$ cat config.mk
export PLATFORM = sky130hd
export DESIGN_NAME = fpaddsub_execute_pipe
export DESIGN_NICKNAME = d
export VERILOG_FILES = /design/src/rtl/fpaddsub_pkg.sv /design/src/rtl/fpaddsub_split_adder.sv /design/src/rtl/fpaddsub_execute_pipe.sv
export SDC_FILE = /design/constraint.sdc
export NUM_CORES = 1
export LEC_CHECK = 0
export ABC_CLOCK_PERIOD_IN_PS = 9520
export CAP_MARGIN = 20
export CORE_MARGIN = 4
export CORE_UTILIZATION = 49
export CTS_CLUSTER_DIAMETER = 50
export CTS_CLUSTER_SIZE = 40
export DETAILED_ROUTE_END_ITERATION = 12
export PLACE_DENSITY = 0.95
export SLEW_MARGIN = 25
export SYNTH_ARGS = -nofsm -noshare
export SYNTH_HDL_FRONTEND = slang
export SYNTH_HIERARCHICAL = 1
export SYNTH_SLANG_ARGS = --single-unit
$ cat constraint.sdc
create_clock -name clk -period 9.52 [get_ports clk]
set_input_delay 1.428 -clock clk [delete_from_list [all_inputs] [get_ports clk]]
set_output_delay 1.428 -clock clk [all_outputs]
set_load 0.03 [all_outputs]
$ cat src/rtl/fpaddsub_pkg.sv
// fpaddsub_pkg
//   Shared definitions for the FPAddSub datapath: default mantissa width,
//   rounding-mode encoding with the mode used for the sign of an exact-zero
//   difference, and the effective-operation / carry-in decode helper.
package fpaddsub_pkg;

  localparam int unsigned MW_DEF = 25;

  typedef enum logic [1:0] {
    RM_RNE = 2'd0,
    RM_RTZ = 2'd1,
    RM_RDN = 2'd2,
    RM_RUP = 2'd3
  } round_mode_e;

  localparam round_mode_e ROUND_MODE = RM_RNE;

  // x - x yields +0 in every mode except round-down, which yields -0.
  function automatic logic zero_sign(input round_mode_e rm);
    return (rm == RM_RDN);
  endfunction

  typedef struct packed {
    logic opr;  // effective subtract
    logic opc;  // carry-in completing the two's complement
  } opctl_t;

  // Without guard/sticky the one's complement needs +1; a nonzero
  // shifted-out tail already borrows one, so the +1 is dropped.
  function automatic opctl_t decode_op(input logic op_mode, input logic sa,
                                       input logic sb, input logic g,
                                       input logic s);
    opctl_t r;
    r.opr = op_mode ^ sa ^ sb;
    r.opc = r.opr & ~(g | s);
    return r;
  endfunction

endpackage

$ cat src/rtl/fpaddsub_split_adder.sv
// fpaddsub_split_adder
//   Combinational adder split into a low half (LSPLIT bits, carry out) and
//   a high half (W-LSPLIT bits, carry in, carry out discarded). The caller
//   decides whether a register sits between the two halves.
// Ports:
//   lo_a, lo_b, lo_cin -> lo_sum, lo_cout   low half
//   hi_a, hi_b, hi_cin -> hi_sum            high half, result mod 2^(W-LSPLIT)
module fpaddsub_split_adder #(
  parameter int unsigned W      = 26,
  parameter int unsigned LSPLIT = 13
) (
  input  logic [LSPLIT-1:0]   lo_a,
  input  logic [LSPLIT-1:0]   lo_b,
  input  logic                lo_cin,
  output logic [LSPLIT-1:0]   lo_sum,
  output logic                lo_cout,
  input  logic [W-LSPLIT-1:0] hi_a,
  input  logic [W-LSPLIT-1:0] hi_b,
  input  logic                hi_cin,
  output logic [W-LSPLIT-1:0] hi_sum
);

  localparam int unsigned HW = W - LSPLIT;

  always_comb begin
    {lo_cout, lo_sum} = {1'b0, lo_a} + {1'b0, lo_b} + {{LSPLIT{1'b0}}, lo_cin};
    hi_sum = hi_a + hi_b + {{(HW-1){1'b0}}, hi_cin};
  end

endmodule

$ cat src/rtl/fpaddsub_execute_pipe.sv
// fpaddsub_execute_pipe
//   Mantissa add/subtract execute stage between alignment and normalisation.
//   Resolves the effective operation, forms the compensated mantissa sum,
//   the result sign and an exact-zero flag. Valid/ready handshake with a
//   global stall; optional register between the adder halves (STAGES=2).
// Ports:
//   clk, rst                  clock, synchronous active-high reset
//   in_valid/in_ready         input handshake
//   mmax, mmin                aligned mantissas (mmax is the larger)
//   sa, sb, max_ab, op_mode   operand signs, larger-operand select, add/sub
//   g, s                      guard and sticky of shifted mmin
//   in_tag / out_tag          opaque sideband carried with the beat
//   out_valid/out_ready       output handshake
//   sum, sgn, zero, eff_sub   mantissa result, sign, zero flag, eff. subtract
module fpaddsub_execute_pipe
  import fpaddsub_pkg::*;
#(
  parameter int unsigned MW     = MW_DEF,
  parameter int unsigned STAGES = 1,
  parameter int unsigned LSPLIT = 13,
  parameter int unsigned TAGW   = 8
) (
  input  logic            clk,
  input  logic            rst,
  input  logic            in_valid,
  output logic            in_ready,
  input  logic [MW-1:0]   mmax,
  input  logic [MW-1:0]   mmin,
  input  logic            sa,
  input  logic            sb,
  input  logic            max_ab,
  input  logic            op_mode,
  input  logic            g,
  input  logic            s,
  input  logic [TAGW-1:0] in_tag,
  output logic            out_valid,
  input  logic            out_ready,
  output logic [MW:0]     sum,
  output logic            sgn,
  output logic            zero,
  output logic            eff_sub,
  output logic [TAGW-1:0] out_tag
);

  localparam int unsigned SW = MW + 1;
  localparam int unsigned HW = SW - LSPLIT;

  if (!(STAGES == 1 || STAGES == 2)) begin : g_bad_stages
    $error("fpaddsub_execute_pipe: STAGES must be 1 or 2");
  end
  if (LSPLIT < 1 || LSPLIT > MW - 1) begin : g_bad_lsplit
    $error("fpaddsub_execute_pipe: LSPLIT must be in 1..MW-1");
  end

  logic out_valid_q, out_valid_d;
  logic [SW-1:0] sum_q, sum_d;
  logic sgn_q, sgn_d, zero_q, zero_d, eff_sub_q, eff_sub_d;
  logic [TAGW-1:0] out_tag_q, out_tag_d;
  logic advance;

  assign in_ready = ~out_valid_q | out_ready;
  assign advance  = in_ready;

  // Input-side decode
  opctl_t ctl_in;
  logic [SW-1:0] a_ext, b_ext;
  logic sign_in, gs_in;

  always_comb begin
    ctl_in  = decode_op(op_mode, sa, sb, g, s);
    a_ext   = {1'b0, mmax};
    b_ext   = ctl_in.opr ? ~{1'b0, mmin} : {1'b0, mmin};
    sign_in = max_ab ? sb : sa;
    gs_in   = g | s;
  end

  logic [LSPLIT-1:0] lo_sum;
  logic              lo_cout;
  logic [HW-1:0]     hi_a, hi_b, hi_sum;
  logic              hi_cin;

  fpaddsub_split_adder #(
    .W      (SW),
    .LSPLIT (LSPLIT)
  ) u_adder (
    .lo_a    (a_ext[LSPLIT-1:0]),
    .lo_b    (b_ext[LSPLIT-1:0]),
    .lo_cin  (ctl_in.opc),
    .lo_sum  (lo_sum),
    .lo_cout (lo_cout),
    .hi_a    (hi_a),
    .hi_b    (hi_b),
    .hi_cin  (hi_cin),
    .hi_sum  (hi_sum)
  );

  // Signals presented to the output register by the last stage
  logic              fin_valid;
  logic [LSPLIT-1:0] fin_lo;
  logic              fin_opr, fin_gs, fin_sign;
  logic [TAGW-1:0]   fin_tag;

  if (STAGES == 2) begin : g_two
    logic              v1_q, v1_d;
    logic [LSPLIT-1:0] lo_sum_q, lo_sum_d;
    logic              lo_cout_q, lo_cout_d;
    logic [HW-1:0]     hi_a_q, hi_a_d, hi_b_q, hi_b_d;
    logic              opr_q, opr_d, gs_q, gs_d, sign_q, sign_d;
    logic [TAGW-1:0]   tag_q, tag_d;

    always_comb begin
      v1_d      = v1_q;
      lo_sum_d  = lo_sum_q;
      lo_cout_d = lo_cout_q;
      hi_a_d    = hi_a_q;
      hi_b_d    = hi_b_q;
      opr_d     = opr_q;
      gs_d      = gs_q;
      sign_d    = sign_q;
      tag_d     = tag_q;
      if (advance) begin
        v1_d = in_valid;
        if (in_valid) begin
          lo_sum_d  = lo_sum;
          lo_cout_d = lo_cout;
          hi_a_d    = a_ext[SW-1:LSPLIT];
          hi_b_d    = b_ext[SW-1:LSPLIT];
          opr_d     = ctl_in.opr;
          gs_d      = gs_in;
          sign_d    = sign_in;
          tag_d     = in_tag;
        end
      end
    end

    always_ff @(posedge clk) begin
      if (rst) begin
        v1_q      <= 1'b0;
        lo_sum_q  <= '0;
        lo_cout_q <= 1'b0;
        hi_a_q    <= '0;
        hi_b_q    <= '0;
        opr_q     <= 1'b0;
        gs_q      <= 1'b0;
        sign_q    <= 1'b0;
        tag_q     <= '0;
      end else begin
        v1_q      <= v1_d;
        lo_sum_q  <= lo_sum_d;
        lo_cout_q <= lo_cout_d;
        hi_a_q    <= hi_a_d;
        hi_b_q    <= hi_b_d;
        opr_q     <= opr_d;
        gs_q      <= gs_d;
        sign_q    <= sign_d;
        tag_q     <= tag_d;
      end
    end

    assign hi_a      = hi_a_q;
    assign hi_b      = hi_b_q;
    assign hi_cin    = lo_cout_q;
    assign fin_valid = v1_q;
    assign fin_lo    = lo_sum_q;
    assign fin_opr   = opr_q;
    assign fin_gs    = gs_q;
    assign fin_sign  = sign_q;
    assign fin_tag   = tag_q;
  end else begin : g_one
    assign hi_a      = a_ext[SW-1:LSPLIT];
    assign hi_b      = b_ext[SW-1:LSPLIT];
    assign hi_cin    = lo_cout;
    assign fin_valid = in_valid;
    assign fin_lo    = lo_sum;
    assign fin_opr   = ctl_in.opr;
    assign fin_gs    = gs_in;
    assign fin_sign  = sign_in;
    assign fin_tag   = in_tag;
  end

  // Final result formation and output register
  logic [SW-1:0] fin_sum;
  logic          fin_zero, fin_sgn;

  always_comb begin
    fin_sum  = {hi_sum, fin_lo};
    fin_zero = (fin_sum == '0) & ~fin_gs;
    fin_sgn  = (fin_zero & fin_opr) ? zero_sign(ROUND_MODE) : fin_sign;
  end

  always_comb begin
    out_valid_d = out_valid_q;
    sum_d       = sum_q;
    sgn_d       = sgn_q;
    zero_d      = zero_q;
    eff_sub_d   = eff_sub_q;
    out_tag_d   = out_tag_q;
    if (advance) begin
      out_valid_d = fin_valid;
      if (fin_valid) begin
        sum_d     = fin_sum;
        sgn_d     = fin_sgn;
        zero_d    = fin_zero;
        eff_sub_d = fin_opr;
        out_tag_d = fin_tag;
      end
    end
  end

  always_ff @(posedge clk) begin
    if (rst) begin
      out_valid_q <= 1'b0;
      sum_q       <= '0;
      sgn_q       <= 1'b0;
      zero_q      <= 1'b0;
      eff_sub_q   <= 1'b0;
      out_tag_q   <= '0;
    end else begin
      out_valid_q <= out_valid_d;
      sum_q       <= sum_d;
      sgn_q       <= sgn_d;
      zero_q      <= zero_d;
      eff_sub_q   <= eff_sub_d;
      out_tag_q   <= out_tag_d;
    end
  end

  assign out_valid = out_valid_q;
  assign sum       = sum_q;
  assign sgn       = sgn_q;
  assign zero      = zero_q;
  assign eff_sub   = eff_sub_q;
  assign out_tag   = out_tag_q;

endmodule

After elaboration in Yosys (flattened, before gate mapping)
Cells that the tools add are included.
{ "word_totals": {"regBits": 38, "output_inout_bits": 39} }
{ "classes": {"reduce_logical": 2, "n_bitwise": 10, "n_mux": 3, "n_addsub": 4} }
{ "ops": {"columns": ["operator", "n"], "rows": [
  ["$logic_not 26->1", 1],
  ["$mux 26", 1],
  ["$not 25->26", 1],
  ["$add 13x13->14", 1],
  ["$add 14x1->14", 1],
  ["$add 12x13->13", 1],
  ["$add 13x1->13", 1],
  ["$and 1x1->1", 3],
  ["$mux 1", 2],
  ["$not 1->1", 2],
  ["$or 1x1->1", 2],
  ["$reduce_and 2->1", 1],
  ["$xor 1x1->1", 2]
]} }

Depth between registers and ports, before layout
Gate-level depths: netlist of run 1.
{ "logic_depth": {"depth_word": 10, "ltp_mapped": 21, "mapped_depth_nobuf": 20} }

By module
Netlist of run 1, hierarchy kept.
{ "by_module_without_submodules": {"columns": ["module", "seq_area_each_um2", "area_per_inst_um2", "n_inst", "cells_per_inst"], "rows": [
  ["fpaddsub_execute_pipe", 760.7, 1679.1, 1, 208],
  ["fpaddsub_split_adder", 0.0, 1216.2, 1, 167]
]} }

Worst setup path after synthesis of run 1
OpenSTA, ideal clock, no wires.
{ "synth_path": {"kind": "input -> register", "startpoint": "input sa", "endpoint": "register zero_q (netlist: zero)", "stages": 21, "setup_slack_ns": 3.160, "arrival_time_ns": 6.290, "n_path_buf": 1, "t_required_ns": 9.450, "setup_time_ns": 0.070, "path_cell_list": "xnor2_2 -> xor2_4 -> buf_6 -> xnor2_1 -> ha_1 -> a2111oi_0 -> o21ai_1 -> a221oi_2 -> o21ai_1 -> a21o_1 -> fa_1 -> fa_1 -> a21o_1 -> nand3_1 -> a31oi_2 -> mux2i_1 -> a2111oi_2 -> nor4_1 -> nand4_1 -> or4_1 -> a21oi_1"} }
{ "synth_between": {"elab_chain_cells": 8, "elab_cells_between_ends": 10, "cone_classes": "4 x add/sub; 1 x mux; 4 x bitwise; 1 x reduce/logical"} }
{ "synth_lines": {"columns": ["element", "line_no", "source"], "rows": [
  ["start: declaration", "fpaddsub_execute_pipe.sv:29", "input logic sa,"],
  ["$xor 1x1->1 (2 in series)", "fpaddsub_pkg.sv:34", "r.opr = op_mode ^ sa ^ sb;"],
  ["$mux 26", "fpaddsub_execute_pipe.sv:72", "b_ext = ctl_in.opr ? ~{1'b0, mmin} : {1'b0, mmin};"],
  ["net b_ext[6]", "fpaddsub_execute_pipe.sv:66", "logic [SW-1:0] a_ext, b_ext;"],
  ["$add 13x13->14", "fpaddsub_split_adder.sv:26", "{lo_cout, lo_sum} = {1'b0, lo_a} + {1'b0, lo_b} + {{LSPLIT{1'b0}}, lo_cin};"],
  ["$add 14x1->14", "fpaddsub_split_adder.sv:26", null],
  ["net hi_cin", "fpaddsub_execute_pipe.sv:80", "logic hi_cin;"],
  ["$add 13x1->13", "fpaddsub_split_adder.sv:27", "hi_sum = hi_a + hi_b + {{(HW-1){1'b0}}, hi_cin};"],
  ["net hi_sum[12]", "fpaddsub_execute_pipe.sv:79", "logic [HW-1:0] hi_a, hi_b, hi_sum;"],
  ["$logic_not 26->1", "fpaddsub_execute_pipe.sv:187", "fin_zero = (fin_sum == '0) & ~fin_gs;"],
  ["$and 1x1->1", "fpaddsub_execute_pipe.sv:187", null],
  ["end signal: assignment", "fpaddsub_execute_pipe.sv:222", "zero_q <= zero_d;"],
  ["end: declaration", "fpaddsub_execute_pipe.sv:57", "logic sgn_q, sgn_d, zero_q, zero_d, eff_sub_q, eff_sub_d;"]
]} }
The timed path passes the listed nets, and every way through them passes these cells.
A chain may end at the register's enable or synchronous reset.

Worst setup path after layout of run 1
Ends and elaborated chain as after synthesis.

==> impl_metrics.json, run 1 <==
{
  "hpwl_mm": 6.86,
  "cts_setup_buffers": 0,
  "avgRoutedWirePerCell_um": 16.2,
  "area_growth_pct": 43.1,
  "worstPathArrival_ns": 7.66,
  "final_hold_viol_count": 0,
  "start_util_pct": 51.6,
  "synth_edf_count": 0,
  "p_switching_mw": 0.332,
  "cp-start-kind": "input port",
  "synth_compound_area_share_pct": 20.9,
  "path_clk_slew_ns": 0.08,
  "status": "finished clean",
  "antenna_left": 0,
  "drive_above_1_share_pct": 4.80,
  "combPwrFrac_pct": 55.4,
  "placed_area_mm2": 0.00401,
  "core_region_area_mm2": 0.00561,
  "tightest_slew_ns": 0.687,
  "cts_tree": "built",
  "fin_cells": 551,
  "dp.cells": 543,
  "period_share_pct": 78.1,
  "cts_buffers": 5,
  "htreeDepth": 2,
  "wl_met1_mm": 3.64,
  "hold_class": "reg2reg",
  "reg2reg_slack_ns": 7.91,
  "grt_first_pass_wirelength_mm": 14.5,
  "die_w_um": 84.9,
  "peakVddDrop_mv": 0.126,
  "yosysWarnings": 6,
  "drv_cap": 0,
  "diodes": 0,
  "ys_types": 49,
  "vias": 3175,
  "synth_xor_area_share_pct": 13.9,
  "synth_top_family_by_area": "simple AND/OR/NAND/NOR gates",
  "synth_mux_area_share_pct": 1.04,
  "wl_mm": 8.95,
  "firstDrtPassIters": 4,
  "final.setup.tns_ns": 0,
  "syn_area_per_cell_um2": 7.72,
  "ys_ff_latch": 38,
  "fin_area_mm2": 0.00414,
  "fill_cells": 445,
  "root_buffer": "clkbuf_8",
  "num_rows": 27,
  "clock_power_share_pct": 20.7,
  "drtIter0Drc": 168,
  "grt_remaining_overflow": 0,
  "whs_ns": 0.457,
  "synthAdderAreaFrac_pct": 12.7,
  "grt_usage_pct": 24.5,
  "finalPower_mw": 0.812,
  "antenna_found_initial": 0,
  "fin_skew_ns": 0.00607,
  "rsz0062_at_grt": "false",
  "wl_met2_mm": 4.54,
  "crit_type": "in2reg",
  "endpoint_kind": "flop",
  "wl_met3_um": 578,
  "fin_ws_ns": 2.09,
  "fin_crit_ns": 7.43,
  "slew_viol_final": 0,
  "async_flop_share_pct": 0,
  "internal_power_mw": 0.480,
  "clkLatencyLatePin_ns": 0.30,
  "swShare_pct": 40.9,
  "highest_layer": "met4",
  "cellPowerDensity_mw_per_mm2": 196,
  "cts_hold_buffers": 0,
  "p_seq_share_pct": 23.9,
  "ys_seq_area_share_pct": 26.3,
  "synth_top_flop_cell": "dfxtp_1",
  "netlist_instances": 375,
  "port_buffers": 106,
  "fin_util_pct": 73.9,
  "syn_nets": 470,
  "gp_congestion": 0.891,
  "pin_count": 107,
  "routed_via_density": 5.76,
  "cp_data_required_time_ns": 9.74,
  "dp_slack_ns": 1.93,
  "cts_buffer_depth": 2,
  "fmax_mhz": 135,
  "grt_start_max_net_pins": 39,
  "clock-sinks": 38,
  "power.leakage_nw": 1.59,
  "nets": 573,
  "syn-cell-area_mm2": 0.00290,
  "postCtsResizedCells": 0,
  "drc": 0,
  "path_max_fanout": 16,
  "yosys.area_share.simple_pct": 21.7,
  "finalSetupViolCount": 0,
  "slew_headroom_pct": 54.1,
  "die_h_um": 84.9,
  "die-area_mm2": 0.00720,
  "grt_pass1_vias": 3292
}
synthesized netlist by cell type, drive strengths merged (2+ instances only):
library cell	n	area share [%]
nor2	14	1.8
nand3	8	1.4
mux2i	3	1.0
o21a	2	0.52
clkbuf	8	1.1
buf	6	1.4
a211oi	5	1.3
a2111oi	2	0.82
o21ai	14	2.5
a21o	7	1.8
ha	23	9.9
inv	7	0.91
a21oi	58	10
and2	2	0.43
nand4	4	0.86
xor2	8	3.1
nor4	8	1.7
a31oi	3	0.86
dfxtp	38	26
xnor2	35	11
o211ai	3	0.78
nor3	8	1.4
nand2	86	11
or4	4	1.3
fa	4	2.8
nand2b	3	0.65
cells in the final DEF, fill, tap and decap left out, types with 2 or more instances in the layout:
master / netlist / final
xnor2_1: 34 / 34
nand3_1: 8 / 8
ha_1: 23 / 23
dfxtp_1: 38 / 38
o21a_1: 2 / 2
or4_4: 2 / 2
mux2i_1: 3 / 3
a21o_1: 7 / 7
nor2_1: 14 / 14
nand2b_1: 3 / 3
or4_1: 2 / 2
and2_1: 2 / 2
nor4_1: 8 / 8
a21oi_1: 58 / 58
nand2_1: 86 / 86
a211oi_1: 5 / 5
o21ai_0: 11 / 11
nor3_1: 8 / 8
a31oi_1: 2 / 2
xor2_1: 7 / 7
o21ai_1: 2 / 2
buf_4: 0 / 4
fa_1: 4 / 4
inv_1: 6 / 6
bufinv_16: 0 / 2
nand4_1: 4 / 4
o211ai_1: 3 / 3
clkbuf_8: 0 / 5
clkdlybuf4s50_1: 0 / 106
final cells by class:
| cell class | count | area, um^2 | area share (%) |
|---|---|---|---|
| flip-flops and latches | 38 | 761 | 18.4 |
| inverters | 7 | 26.3 | 0.634 |
| clock buffers | 5 | 68.8 | 1.66 |
| well taps | 72 | 90.1 | 2.17 |
| repair buffers | 110 | 1090 | 26.3 |
| clock inverters | 3 | 68.8 | 1.66 |
| multi-input cells | 316 | 2040 | 49.2 |
power by group through the flow:
| stage | registers (mW) | clock network (mW) | logic [mW] |
|---|---|---|---|
| 2_1_floorplan | 0.242 | 0 | 0.260 |
| 3_3_place_gp | 0.196 | 0 | 0.423 |
| 3_5_place_dp | 0.198 | 0 | 0.439 |
| 4_1_cts | 0.194 | 0.171 | 0.444 |
| 5_1_grt | 0.197 | 0.177 | 0.488 |
| 6_report | 0.194 | 0.168 | 0.449 |
state kept, by name, summed over array words and instances, names as in the netlist:
signal and cells:
sum 26, out_valid 1, eff_sub 1, sgn 1, out_tag 8, zero 1
kinds of logic (layout without fill, tap and decap cells):
| family | count (synthesis) | count (layout) |
|---|---|---|
| AO/OA/AOI/OAI | 101 | 101 |
| flip-flops | 38 | 38 |
| buffers and inverters | 21 | 125 |
| adder cells (fa/ha/maj) | 27 | 27 |
| AND/OR/NAND/NOR | 141 | 141 |
| multiplexers | 3 | 3 |
| XOR/XNOR | 43 | 43 |
| other | 1 | 1 |
path summary, 6_finish.rpt:
check	depth (start not counted)	end	start
hold / removal	2	sum[18]	sum[18]
setup / recovery	21	zero	sa
hold reg to reg	2	sum[18]	sum[18]
setup reg to reg	5	eff_sub	out_valid
worst max-delay path, cell delays in order:
cell and delay (ns):
clkdlybuf4s50_1 0.46, xnor2_2 0.28, xor2_4 0.59, xnor2_1 0.18, fa_1 0.48, a211oi_1 0.38
o21ai_1 0.18, a221oi_2 0.40, o21ai_1 0.15, a21o_1 0.21, fa_1 0.46, fa_1 0.42
a21o_1 0.19, nand3_1 0.12, a31oi_2 0.16, mux2i_1 0.22, a2111oi_2 0.08, nor4_1 0.37
nand4_1 0.20, or4_1 0.55, a21oi_1 0.16
metal layers:
metal / vias to the layer above / global-route usage (%)
li1: 1515 / -
met1: 1476 / 28.2
met2: 156 / 43.3
met3: 28 / 4.66
met4: 0 / 11.7
met5: - / 0
(Power assumes the default switching activity.)
==> run 2, diff against run 1 <==
Settings changed: ABC_CLOCK_PERIOD_IN_PS 9520 to 6680, CORE_UTILIZATION 49 to 41, PLACE_DENSITY 0.95 to 0.86.
Clock period 9.52 ns to 6.68 ns, I/O delays scaled along.
==> impl_metrics.json, run 2 (synthesis gave the netlist of run 1 again) <==
{
  "status": "finished clean",
  "cellPowerDensity_mw_per_mm2": 273,
  "cp_top_family": "compound AO/OA/AOI/OAI gates",
  "fin_crit_ns": 6.34,
  "mostFrequentLayoutCells": "clkdlybuf4s50_1 (106), nand2_1 (86), a21oi_1 (58), dfxtp_1 (38), xnor2_1 (34)",
  "start_util_pct": 42.4,
  "cts_buffer_depth": 2,
  "avgRoutedWirePerCell_um": 14.5,
  "cp-start-kind": "input port",
  "crit_type": "in2reg",
  "combPwrFrac_pct": 55.3,
  "clkLatencyLatePin_ns": 0.29,
  "whs_ns": 0.458,
  "power.leakage_nw": 1.61,
  "worstPathArrival_ns": 6.56,
  "swShare_pct": 40.0,
  "cts_tree": "built",
  "htreeDepth": 2,
  "hold_class": "reg2reg",
  "crit_slowest_cell": "or4_1",
  "firstDrtPassIters": 5,
  "cts_buffers": 5,
  "endpoint_kind": "flop",
  "drv_cap": 0,
  "crit_chain": "clkdlybuf4s50_1 -> xnor2_2 -> xor2_4 -> buf_6 -> xnor2_1 -> ha_1 -> a2111oi_1 -> o21ai_1 -> a221oi_2 -> o21ai_1 -> a21o_1 -> fa_1 -> fa_1 -> a21o_1 -> nand3_1 -> a31oi_2 -> mux2i_1 -> a2111oi_2 -> nor4_1 -> nand4_1 -> or4_1 -> a21oi_1",
  "largest_reg_flops": 26,
  "finalSetupViolCount": 0,
  "root_buffer": "clkbuf_8",
  "final_hold_viol_count": 0,
  "antenna_left": 0,
  "final_common_cell": "clkdlybuf4s50_1",
  "drive_above_1_share_pct": 5.39,
  "drtIter0Drc": 154,
  "num_rows": 30,
  "period_share_pct": 95.0,
  "diodes": 0,
  "antenna_found_initial": 0,
  "tightest_slew_ns": 0.509,
  "core_region_area_mm2": 0.00683,
  "worst-path-buf-inv": 2,
  "slew_viol_final": 0,
  "dp_slack_ns": 0.0180,
  "vias": 3064,
  "fin_skew_ns": 0.00352,
  "die-area_mm2": 0.00847,
  "drc": 0,
  "grt_usage_pct": 19.9,
  "grt_remaining_overflow": 0,
  "routed_via_density": 5.30,
  "clock_power_share_pct": 20.6,
  "internal_power_mw": 0.689,
  "clock-sinks": 38,
  "peakVddDrop_mv": 0.119,
  "grt_first_pass_wirelength_mm": 13.8,
  "grt_pass1_vias": 3034,
  "die_w_um": 92.0,
  "final.setup.tns_ns": 0,
  "nets": 576,
  "fmax_mhz": 158,
  "gp_congestion": 0.963,
  "path_max_fanout": 11,
  "cp_data_required_time_ns": 6.90,
  "pin_count": 107,
  "path_clk_slew_ns": 0.08,
  "rsz0062_at_grt": "false",
  "die_h_um": 92.0,
  "grt_start_max_net_pins": 39,
  "port_buffers": 106,
  "wl_mm": 8.36,
  "hpwl_mm": 6.51,
  "slew_headroom_pct": 65.7,
  "p_switching_mw": 0.459,
  "critPathMaxStageDelay_ns": 0.52,
  "p_seq_share_pct": 24.1,
  "area_growth_pct": 45.1,
  "fin_ws_ns": 0.336
}
## run 2: cell types whose count changed in the layout (fill, tap and decap cells not counted)
cell / change
a2111oi_1: +1
buf_6: +1
buf_4: +2
a2111oi_0: -1
## run 2: through the flow
step	area, um^2	util (%)	total power [mW]	instances
global route	4200	61.5	1.23	578
global placement	4060	59.4	0.894	570
detailed placement	4060	59.4	0.910	570
finish	4200	61.5	1.15	578
CTS	4200	61.4	1.15	578
floorplan	2900	-	0.716	375
## run 2: tightest hold or removal path, delay by kind of cell, from the launching register on
| kind | cells | cell delay, ns |
|---|---|---|
| AO/OA/AOI/OAI | 1 | 0.05 |
| flip-flops | 1 | 0.31 |
| AND/OR/NAND/NOR | 1 | 0.05 |
## run 2: final timing paths
kind / startpoint / end / slack (ns) / depth (start not counted)
worst max-delay path: sa / zero / 0.34 / 22
worst min-delay path: out_tag[3] / out_tag[3] / 0.46 / 2
worst max register to register: out_valid / zero / 5.11 / 5
worst min register to register: out_tag[3] / out_tag[3] / 0.46 / 2
## run 2: layer usage
metal	wire [um]	vias to the layer above	part of all wire (%)	global-route usage (%)
li1	-	1528	-	-
met1	3600	1405	43	24.4
met2	4020	116	48	34.4
met3	573	15	6.9	4.43
met4	175	0	2.1	6.56
met5	0	-	0	0
## run 2: power groups by stage
stage	Combinational, mW	Sequential [mW]	Clock, mW
final	0.634	0.277	0.237
after global routing	0.695	0.281	0.257
after CTS	0.631	0.277	0.245
after detailed placement	0.628	0.282	0
after global placement	0.614	0.281	0
after floorplan	0.371	0.345	0
## run 2: repair_timing
action | 4_1_cts | 5_1_grt
setup endpoints to repair | 0 | 1
gates resized for setup | 0 | 2
hold buffers | 0 | 0
buffers inserted | 0 | 0
## run 2: final cells by class
cell class | count | area [um^2]
clock buffer | 5 | 68.8
clock inverter | 3 | 68.8
fill | 626 | 2630
inverter | 7 | 26.3
multi-input combinational | 316 | 2040
sequential | 38 | 761
tap | 96 | 120
timing repair buffer | 113 | 1120
